===== src/rtl/mux2_arbiter.sv =====
// ============================================================================
// Module      : mux2_arbiter
// Description : Two-requester packet arbiter driving a registered 2:1 stream
//               mux. A grant is held from a packet's first beat until its last
//               beat transfers. Define MUX2_ARBITER_FIXED_PRIO_EN to make A win
//               every IDLE tie; otherwise ties are settled round-robin.
// Revision    : 1.0 - initial release
// ============================================================================
`default_nettype none

module mux2_arbiter #(
    parameter int width_p = 1
) (
    input  logic               clk_i,
    input  logic               reset_i,
    input  logic               a_valid_i,
    input  logic [width_p-1:0] a_data_i,
    input  logic               a_last_i,
    output logic               a_ready_o,
    input  logic               b_valid_i,
    input  logic [width_p-1:0] b_data_i,
    input  logic               b_last_i,
    output logic               b_ready_o,
    output logic               valid_o,
    output logic [width_p-1:0] data_o,
    output logic               last_o,
    output logic               select_o,
    input  logic               ready_i
);

    typedef enum logic [1:0] {
        S_IDLE   = 2'd0,
        S_LOCK_A = 2'd1,
        S_LOCK_B = 2'd2
    } state_t;

`ifdef MUX2_ARBITER_FIXED_PRIO_EN
    localparam logic c_fixed_prio = 1'b1;
`else
    localparam logic c_fixed_prio = 1'b0;
`endif

    state_t               r_state;
    logic                 r_last_grant;
    logic                 r_valid;
    logic [width_p-1:0]   r_data;
    logic                 r_last;
    logic                 r_select;

    logic                 w_a_wins;
    logic                 w_b_wins;
    logic                 w_grant_a;
    logic                 w_grant_b;
    logic                 w_space;
    logic                 w_accept;
    logic                 w_fire_a;
    logic                 w_fire_b;
    logic                 w_fire;
    logic                 w_fire_last;
    logic [width_p-1:0]   w_fire_data;

    // r_last_grant = 1 means B was served last, so A takes the next tie.
    assign w_a_wins  = a_valid_i & (~b_valid_i | c_fixed_prio | r_last_grant);
    assign w_b_wins  = b_valid_i & ~w_a_wins;

    assign w_grant_a = (r_state == S_LOCK_A) | ((r_state == S_IDLE) & w_a_wins);
    assign w_grant_b = (r_state == S_LOCK_B) | ((r_state == S_IDLE) & w_b_wins);

    // Output slot is free when empty or draining this cycle; nothing is
    // accepted while reset is asserted.
    assign w_space   = ~r_valid | ready_i;
    assign w_accept  = w_space & ~reset_i;

    assign a_ready_o = w_grant_a & w_accept;
    assign b_ready_o = w_grant_b & w_accept;

    assign w_fire_a    = a_ready_o & a_valid_i;
    assign w_fire_b    = b_ready_o & b_valid_i;
    assign w_fire      = w_fire_a | w_fire_b;
    assign w_fire_last = w_fire_b ? b_last_i : a_last_i;
    assign w_fire_data = w_fire_b ? b_data_i : a_data_i;

    always_ff @(posedge clk_i) begin
        if (reset_i) begin
            r_state      <= S_IDLE;
            r_last_grant <= 1'b1;
            r_valid      <= 1'b0;
            r_data       <= '0;
            r_last       <= 1'b0;
            r_select     <= 1'b0;
        end else begin
            if (w_fire) begin
                r_valid  <= 1'b1;
                r_data   <= w_fire_data;
                r_last   <= w_fire_last;
                r_select <= w_fire_b;
                if (w_fire_last) begin
                    r_state      <= S_IDLE;
                    r_last_grant <= w_fire_b;
                end else begin
                    r_state <= w_fire_b ? S_LOCK_B : S_LOCK_A;
                end
            end else if (ready_i) begin
                r_valid <= 1'b0;
            end
        end
    end

    assign valid_o  = r_valid;
    assign data_o   = r_data;
    assign last_o   = r_last;
    assign select_o = r_select;

endmodule

`default_nettype wire

===== config.mk =====
export PLATFORM = sky130hd
export DESIGN_NAME = mux2_arbiter
export DESIGN_NICKNAME = d
export VERILOG_FILES = /design/src/rtl/mux2_arbiter.sv
export SDC_FILE = /design/constraint.sdc
export NUM_CORES = 1
export LEC_CHECK = 0
export ABC_AREA = 1
export CORE_AREA = 2 2 39 41
export DETAILED_ROUTE_END_ITERATION = 8
export DIE_AREA = 0 0 41 43
export PLACE_DENSITY = 0.65
export SLEW_MARGIN = 20
export SYNTH_ARGS = -nofsm -noshare
export SYNTH_HDL_FRONTEND = slang
export SYNTH_SLANG_ARGS = --single-unit

===== constraint.sdc =====
create_clock -name clk_i -period 1.3 [get_ports clk_i]
set_input_delay 0.26 -clock clk_i [delete_from_list [all_inputs] [get_ports clk_i]]
set_output_delay 0.26 -clock clk_i [all_outputs]
set_load 0.01 [all_outputs]

### Word-level counts from Yosys, hierarchy flattened

Index checks and enable logic that the tools add are counted.

| cells by class | value |
|---|---|
| $lt $le $gt $ge | 0 |
| $mul | 0 |
| bitwise logic cells | 18 |
| reductions and logical operators | 3 |
| divide/modulo/power cells | 0 |
| shift operators | 0 |
| add/subtract/negate cells | 0 |
| mux-type cells | 6 |
| eq/ne operators | 2 |

Operators by type and width:

| operator | number |
|---|---|
| bitwise AND 1 bit | 9 |
| bitwise OR 1 bit | 5 |
| 2-to-1 mux 1 bit | 4 |
| 2-to-1 mux 2 bit | 2 |
| inverter 1 bit | 4 |
| equality test 2 x 1 -> 1 bit (second input constant) | 1 |
| equality test 2 bit (second input constant) | 1 |
| logical NOT 2 bit | 1 |
| AND reduction 2 bit | 1 |
| nonzero test 2 bit | 1 |

| storage, ports and cells | value |
|---|---|
| memory bits (read-only) | 0 |
| latch bits | 0 |
| register bits | 7 |
| memories kept | 0 |
| bits in writable memories | 0 |

### Logic depth before layout (Yosys ltp)

Gate-level depths: netlist (run 1).

| logic depth | value |
|---|---|
| word-level depth | 11 |
| mapped depth | 9 |

### Worst setup path before layout (run 1)

OpenSTA, ideal clock, no wires.

| timing path | value |
|---|---|
| kind | reg-to-reg |
| start | reg r_valid, in the netlist valid_o |
| end | reg r_data, in the netlist data_o |
| stages on the path, launching flop included | 9 |
| clock period less this slack | 1.094 ns |
| library setup time | 0.111 ns |
| arrival time | 0.983 ns |
| required time | 1.189 ns |
| slack | 0.206 ns |
| path buffers | 0 |
| path through | dfxtp_1 nand2_1 nand2_1 nor2_2 nand3_2 nand2_1 nand2_1 nor2_1 nor2_1 |

| between the ends | value |
|---|---|
| longest elaborated chain between the ends | 6 |
| elaborated cells between the ends (all ways) | 9 |
| classes of those cells | mux: 1; bitwise: 8 |

Ends and longest elaborated chain:

| item | line | source |
|---|---|---|
| start, declared | 45 | `logic r_valid;` |
| start signal, assigned | 87 | `r_valid <= 1'b0;` |
| start signal, assigned | 93 | `r_valid <= 1'b1;` |
| start signal, assigned | 104 | `r_valid <= 1'b0;` |
| inverter 1 bit * | 71 | `assign w_space = ~r_valid \| ready_i;` |
| bitwise OR 1 bit * | 71 |  |
| bitwise AND 1 bit * | 72 | `assign w_accept = w_space & ~reset_i;` |
| bitwise AND 1 bit, on equally long branches | 75, 74 |  |
| bitwise AND 1 bit, on equally long branches | 78, 77 |  |
| 2-to-1 mux 1 bit / bitwise OR 1 bit (equally long branches) | 81, 79 |  |
| end signal, assigned | 94 | `r_data <= w_fire_data;` |
| end, declared | 46 | `logic [width_p-1:0] r_data;` |

Every way passes the cells marked *; elsewhere a longest branch is shown, timed or not.
A chain may end at the register's enable or synchronous reset.

### Worst setup path after layout (run 1)

| timing path | value |
|---|---|
| start | reg r_last_grant |
| end | out a_ready_o |

| between the ends | value |
|---|---|
| longest elaborated chain between the ends | 5 |

Ends and longest elaborated chain:

| item | line | source |
|---|---|---|
| start, declared | 44 | `logic r_last_grant;` |
| start signal, assigned | 99 | `r_last_grant <= w_fire_b;` |
| bitwise OR 1 bit | 63 | `assign w_a_wins = a_valid_i & (~b_valid_i \| c_fixed_prio \| r_last_grant);` |
| bitwise AND 1 bit | 63 |  |
| bitwise AND 1 bit | 66 | `assign w_grant_a = (r_state == S_LOCK_A) \| ((r_state == S_IDLE) & w_a_wins);` |
| bitwise OR 1 bit | 66 |  |
| bitwise AND 1 bit | 74 | `assign a_ready_o = w_grant_a & w_accept;` |
| end, declared | 19 | `output logic a_ready_o,` |

Every way passes these cells.

==> results.md, run 1 <==
- The number of rows created at floorplan is 14.
- The share of total power dissipated in sequential elements is 39.1%.
- The overall routed net length is 913 µm.
- The path type of the worst min-delay path is input port to register.
- For this block, the initial DRC count from the detailed router was 7.
- Summed over all cells, the static leakage comes to 0.3772 nW.
- The setup total negative slack is -0.02101 ns.
- Combinational logic is responsible for 28.3% of the overall power.
- In this run the tightest slew margin relative to its limit is 88.77%.
- From synthesis to final layout, the design area changed by 90.69%.
- Counting distinct cell types in the post-synthesis netlist gives 17.
- The combined area of all synthesized cells is 362.8 µm².
- For this design, the sink count on the clock tree is 7.
- The final worst slack is -0.01414 ns.
- The share of post-route cells with drive strength above 1 is 38.37%.
- Sequential cells were found to cover 38.62% of the synthesized design area.
- The data arrival at the endpoint of the critical path is 1.05 ns.
- The finished layout holds 102 standard cells, fillers aside.
- The count of antenna-violating nets left after detailed routing is 0.
- For the worst setup path, the data required time is 1.04 ns.
- Setup violations remaining at the end of the flow were counted as 2.
- The detailed-router iteration count before antenna repair is 4.
- The congestion estimate from routability-driven global placement came to 0.7131.
- The power per standard cell area is 873.9 nW/µm².
- The endpoint class of the critical path is an output port.
- The routing usage on met1 is 12.54%.
- The number of warnings issued by yosys is 0.
- After detailed routing, the number of vias per cell comes to 4.255.
- The width of the die is 41 µm.
- The estimated wirelength of the detail-placed design is 725.8 µm.
- The net switching fraction of the power is 27.91%.
- After detailed placement, the design holds a cell count of 97.
- The final routed wire length divided by cell count is 8.951 µm.
- The total via count in the routed design is 434.
- The layer with the highest usage is met2.
- For this design the total switching power over the nets is 168.7 µW.
- In this run the clock root is driven by a clkbuf_4.
- The worst hold slack across all endpoints is 0.4536 ns.
- After clock tree synthesis, the clock-pin slew on the worst setup and hold paths is 0.06 ns.
- The run finished, with violations left.
- Setup repair after global routing could not meet its margin everywhere.
- The checks that failed: setup timing.
- Entering global routing, the biggest net connects 8 pins.
- The top-area cell type share of the netlist area is 38.62%.
- The synthesized netlist net count is 62.
- The cell area after placement is 628.1 µm².
- The met3 track demand over resource is 3.665%.
- TritonCTS built the clock tree.
- The first-pass GRT wire length is 1531 µm.
- The worst-skew pair later-pin latency is 0.25 ns.
- The leading cell type in the layout, fill and taps excluded is buf_4.
- The highest fanout seen on the critical path is 2.
- The tool flagged a number of max-cap violations equal to 0.
- The biggest area contributor in the post-synthesis netlist is dfxtp_1.
- The number of buffers added by the clock tree synthesis step is 3.
- Global routing finished with a remaining overflow of 0.
- Buffers placed on the I/O ports in this run total 14.
- The die is 43 µm tall.
- The top achievable clock speed is 761.0 MHz.
- The slew at the pin with the worst max-slew slack is 0.1675 ns.
- The via count of the first global-routing pass is 424.
- After routing the design area is 691.9 µm².
- The clock network burns 32.6% of the power.
- For this run, the total global-route usage over all layers was measured as 12.85%.
- For this design the top-level I/O count stands at 15.
- The initial antenna violation count is 0.
- The number of max-slew violations in the final report is 0.
- The setup clock skew after layout is 0.005915 ns.
- The final net count is 96.
- The completed layout was analyzed and its total power is 604.7 µW.
- The synthesis-stage register bit count is 7.
- The routed design could run at a clock period as short as 1.314 ns.
- The initial core utilization is 26.22%.
- The final critical path takes up 101.1% of the cycle.
- CTS built an H-tree with a depth of 1.
- The met2 track demand over resource is 21.88%.
- The number of inserted diodes is 0.
- Leaving out fill and tap cells, the most frequent cells in the layout are buf_4, inv_1, nand2_1.
- The count of filler cells inserted in the layout is 135.
- A synthesized cell averages 6.846 µm².
- The cell count after synthesis came out at 53.
- The internal power component is 435.9 µW.
- Across the VDD grid, the largest voltage drop is 0.0004209 V.
- The type of origin of the critical path is a register.
- The standard cell core area is 1384 µm².
- In the post-synthesis netlist, the biggest area contributors are dfxtp_1, nand2_1, inv_1.
- The hold violation count in the final report is 0.
- The die covers 1763 µm².
- Counting along the longest clock path gives a buffer depth of 2.
- The setup path with the least slack is of type register to output port.
- The final routed DRC violation total is 0.
==> worst max-delay path, stage by stage (launching register included) <==
cell and delay (ns):
dfxtp_1 0.31, inv_1 0.06, nand2_1 0.05, nand2_1 0.07, nand2_2 0.05, and2_1 0.13
buf_2 0.13
==> stage by stage <==
step	worst slack, ns	util, %
6_report	-0.01414	50.00
2_1_floorplan	0.2057	-
4_1_cts	-0.04856	46.93
3_5_place_dp	-0.6552	45.39
3_3_place_gp	-0.6326	45.39
5_1_grt	-0.07056	50.00
==> routing by layer <==
| metal | routed length [µm] | part of all wire (%) |
|---|---|---|
| met5 | 0 | 0 |
| met3 | 73 | 8.0 |
| met1 | 389 | 43 |
| met4 | 8 | 0.88 |
| met2 | 442 | 48 |
==> path summary, 6_finish.rpt <==
| path | start | end | slack [ns] | cells after the start |
|---|---|---|---|---|
| worst min register to register | select_o$_SDFFE_PP0P_ | select_o$_SDFFE_PP0P_ | 0.46 | 2 |
| worst max register to register | r_last_grant$_SDFFE_PP1P_ | valid_o$_SDFFE_PP0P_ | 0.14 | 10 |
| worst min-delay path | reset_i | select_o$_SDFFE_PP0P_ | 0.45 | 3 |
| worst max-delay path | r_last_grant$_SDFFE_PP1P_ | a_ready_o | -0.01 | 6 |
==> power groups by stage <==
stage / clock (mW) / combinational, mW / sequential [mW]
finish: 0.197 / 0.171 / 0.236
global route: 0.215 / 0.189 / 0.238
CTS: 0.203 / 0.156 / 0.235
detailed placement: 0 / 0.164 / 0.239
global placement: 0 / 0.162 / 0.239
floorplan: 0 / 0.0583 / 0.243
==> registers in the layout, indices dropped and copies added (netlist names) <==
signal        cells
r_state           2
valid_o           1
data_o            1
last_o            1
r_last_grant      1
select_o          1
==> final cells by class <==
class	count	area, µm²	area share [%]
Clock inverter	1	5.005	0.7233
Sequential cell	7	141.4	20.43
Clock buffer	3	22.52	3.255
Multi-Input combinational cell	36	226.5	32.73
Timing Repair Buffer	29	239.0	34.54
Inverter	10	37.54	5.425
Tap cell	16	20.02	2.893
==> synth_stat cells <==
| cell | n |
|---|---|
| nand2_1 | 13 |
| inv_1 | 9 |
| dfxtp_1 | 7 |
| nor2_1 | 7 |
| a21oi_1 | 2 |
| nand3_2 | 2 |
| nand4_1 | 2 |
| nor2_2 | 2 |
| a211oi_1 | 1 |
| a21o_1 | 1 |
| and2_1 | 1 |
| and2_2 | 1 |
| inv_2 | 1 |
| nand2_2 | 1 |
| nand3_1 | 1 |
| nand3b_1 | 1 |
| o21bai_1 | 1 |
==> cell families after synthesis <==
kind of cell	after synthesis	synth area share, %
AOI/OAI and AO/OA	5	8.968
buffers and inverters	10	10.34
DFF	7	38.62
and+or+nand+nor	31	42.07
==> repair_timing <==
| item | in CTS | in global routing |
|---|---|---|
| pin swaps | 6 | 2 |
| resized for setup | 21 | 7 |
| setup endpoints to repair | 12 | 6 |
| hold buffers | 0 | 0 |
| setup buffers | 0 | 1 |
| cloned | 0 | 0 |
(Power assumes the default switching activity.)
==> run 2, diff against run 1 <==
--- a/config.mk
+++ b/config.mk
@@ -7,8 +7,10 @@
 export LEC_CHECK = 0
 export ABC_AREA = 1
 export CORE_AREA = 2 2 39 41
+export CTS_CLUSTER_DIAMETER = 60
 export DETAILED_ROUTE_END_ITERATION = 8
 export DIE_AREA = 0 0 41 43
+export GPL_TIMING_DRIVEN = 1
 export PLACE_DENSITY = 0.65
 export SLEW_MARGIN = 20
 export SYNTH_ARGS = -nofsm -noshare
==> results of run 2 <==
The final DEF is identical to that of run 1; final timing and power are the same.
==> RTL edit (flow settings as in run 2) <==
The option `MUX2_ARBITER_FIXED_PRIO_EN` is turned on by a define.
--- a/src/rtl/mux2_arbiter.sv
+++ b/src/rtl/mux2_arbiter.sv
@@ -8,4 +8,6 @@
 // ============================================================================
 `default_nettype none
+
+`define MUX2_ARBITER_FIXED_PRIO_EN
 
 module mux2_arbiter #(
Behaviour: not the same (Yosys sat finds a counterexample within 4 cycles, from zero or initial values and one cycle with reset_i high).
==> RTL edit against run 2 <==
The flow still finishes with violations (negative setup slack); power fell by 12%; sequential cell count is 1 lower; count of clock-buffer cells in the layout stayed put; worst setup slack improved by 0.00062 ns; clock skew down 0.0035 ns; synthesized area shrank 3.1%; routed wire length up 5.4%; sequential power shrank 14%; design area is 7.2% lower; critical endpoint is now b_ready_o; largest cell class is now multi-input combinational cells.
==> RTL edit: results <==
export IMPL_wl_per_cell_um=9.62
export IMPL_drive_gt1_share_pct=35.7
export IMPL_cp_startpoint="r_state[0]$_SDFFE_PP0P_"
export IMPL_r2r_start="valid_o$_SDFFE_PP0P_"
export IMPL_drt_iter0_markers=3
export IMPL_ir_drop_uv=451
export IMPL_grt_usage_pct=11.4
export IMPL_endpoint="b_ready_o"
export IMPL_mappedNetlistNets=64
export IMPL_regToRegSetupSlack_ns=0.08
export IMPL_layout_setup_ws_ns=-0.0135
export IMPL_antenna_cells=0
export IMPL_nNetsFinal=95
export IMPL_grt_pass1_vias=369
export IMPL_slowest_stage="dfxtp_2"
export IMPL_num_vias=431
export IMPL_ys_seq_area_share_pct=34.2
export IMPL_wl_met3_um=52
export IMPL_fin_skew_ns=0.00246
export IMPL_instances_no_fill=100
export IMPL_yosysUniqueCellTypes=14
export IMPL_syn_area_per_cell_um2=6.39
export IMPL_violations="negative setup slack"
export IMPL_synthTopCellsByCount="nand2_1 (14), inv_1 (11), nor2_1 (8)"
export IMPL_dr_pass1_iters=3
export IMPL_r2r_end="last_o$_SDFFE_PP0P_"
export IMPL_outcome="complete, but fails checks"
export IMPL_r2r_cells=7
export IMPL_setup_viol=1
export IMPL_dp_hpwl_um=682
export IMPL_crit_fanout=4
export IMPL_wl_met2_um=457
export IMPL_relSlewSlack_pct=85.5
export IMPL_placed_cell_area_um2=579
export IMPL_p_leak_nw=0.330
export IMPL_finalSetupTns_ns=-0.0135
export IMPL_hold_class="reg -> reg"
export IMPL_grt_pass1_wl_um=1350
RTL edit: worst min path at each step:
| stage | start | end | slack, ns | cells past startpoint |
|---|---|---|---|---|
| final | select_o$_SDFFE_PP0P_ | select_o$_SDFFE_PP0P_ | 0.46 | 2 |
| after global routing | select_o$_SDFFE_PP0P_ | select_o$_SDFFE_PP0P_ | 0.48 | 2 |
| after CTS | reset_i | r_state[0]$_SDFFE_PP0P_ | 0.45 | 3 |
| after detailed placement | select_o$_SDFFE_PP0P_ | select_o$_SDFFE_PP0P_ | 0.46 | 2 |
| after global placement | select_o$_SDFFE_PP0P_ | select_o$_SDFFE_PP0P_ | 0.45 | 2 |
| after floorplan | reset_i | select_o$_SDFFE_PP0P_ | 0.33 | 1 |
RTL edit: final cells by class:
| type | count | area, um^2 |
|---|---|---|
| fillers | 163 | 742 |
| multi-input cells | 38 | 225 |
| repair buffers | 26 | 210 |
| flip-flops and latches | 6 | 123 |
| inverters | 11 | 41.3 |
| clock buffers | 3 | 22.5 |
| well taps | 16 | 20.0 |
RTL edit: cells by family after synthesis:
logic type	Yosys count	share of synthesized area (%)
AO/OA/AOI/OAI	8	13.5
buffers and inverters	11	11.7
flip-flops	6	34.2
AND/OR/NAND/NOR	30	40.6
RTL edit: timing repair:
| action | 4_1_cts | 5_1_grt |
|---|---|---|
| pin swaps | 4 | 5 |
| buffers inserted | 2 | 1 |
| setup endpoints to repair | 11 | 7 |
| resized for setup | 22 | 7 |
| hold endpoints to repair | 0 | 0 |
RTL edit: worst reg2reg max path, stage by stage (launching register included):
cell,delay (ns)
dfxtp_1,0.31
buf_4,0.14
a21oi_4,0.21
nand4_4,0.18
nand2_2,0.10
inv_1,0.04
nor2_1,0.09
nor2_1,0.05
RTL edit: routing by layer:
layer | global-route usage (%) | up-vias
met3 | 3.14 | 2
met2 | 18.1 | 13
met4 | 6.00 | 0
met1 | 13.1 | 185
met5 | 0 | -
li1 | - | 231
RTL edit: through the flow:
| stage | worst slack (ns) | power, mW |
|---|---|---|
| finish | -0.0135 | 0.531 |
| global route | -0.0508 | 0.561 |
| global placement | -0.628 | 0.351 |
| CTS | -0.0180 | 0.523 |
| detailed placement | -0.620 | 0.352 |
| floorplan | 0.215 | 0.266 |
RTL edit: power by group:
part / switching [mW] / internal (mW)
Clock: 0.0666 / 0.104
Sequential: 0.00667 / 0.197
Combinational: 0.0758 / 0.0807
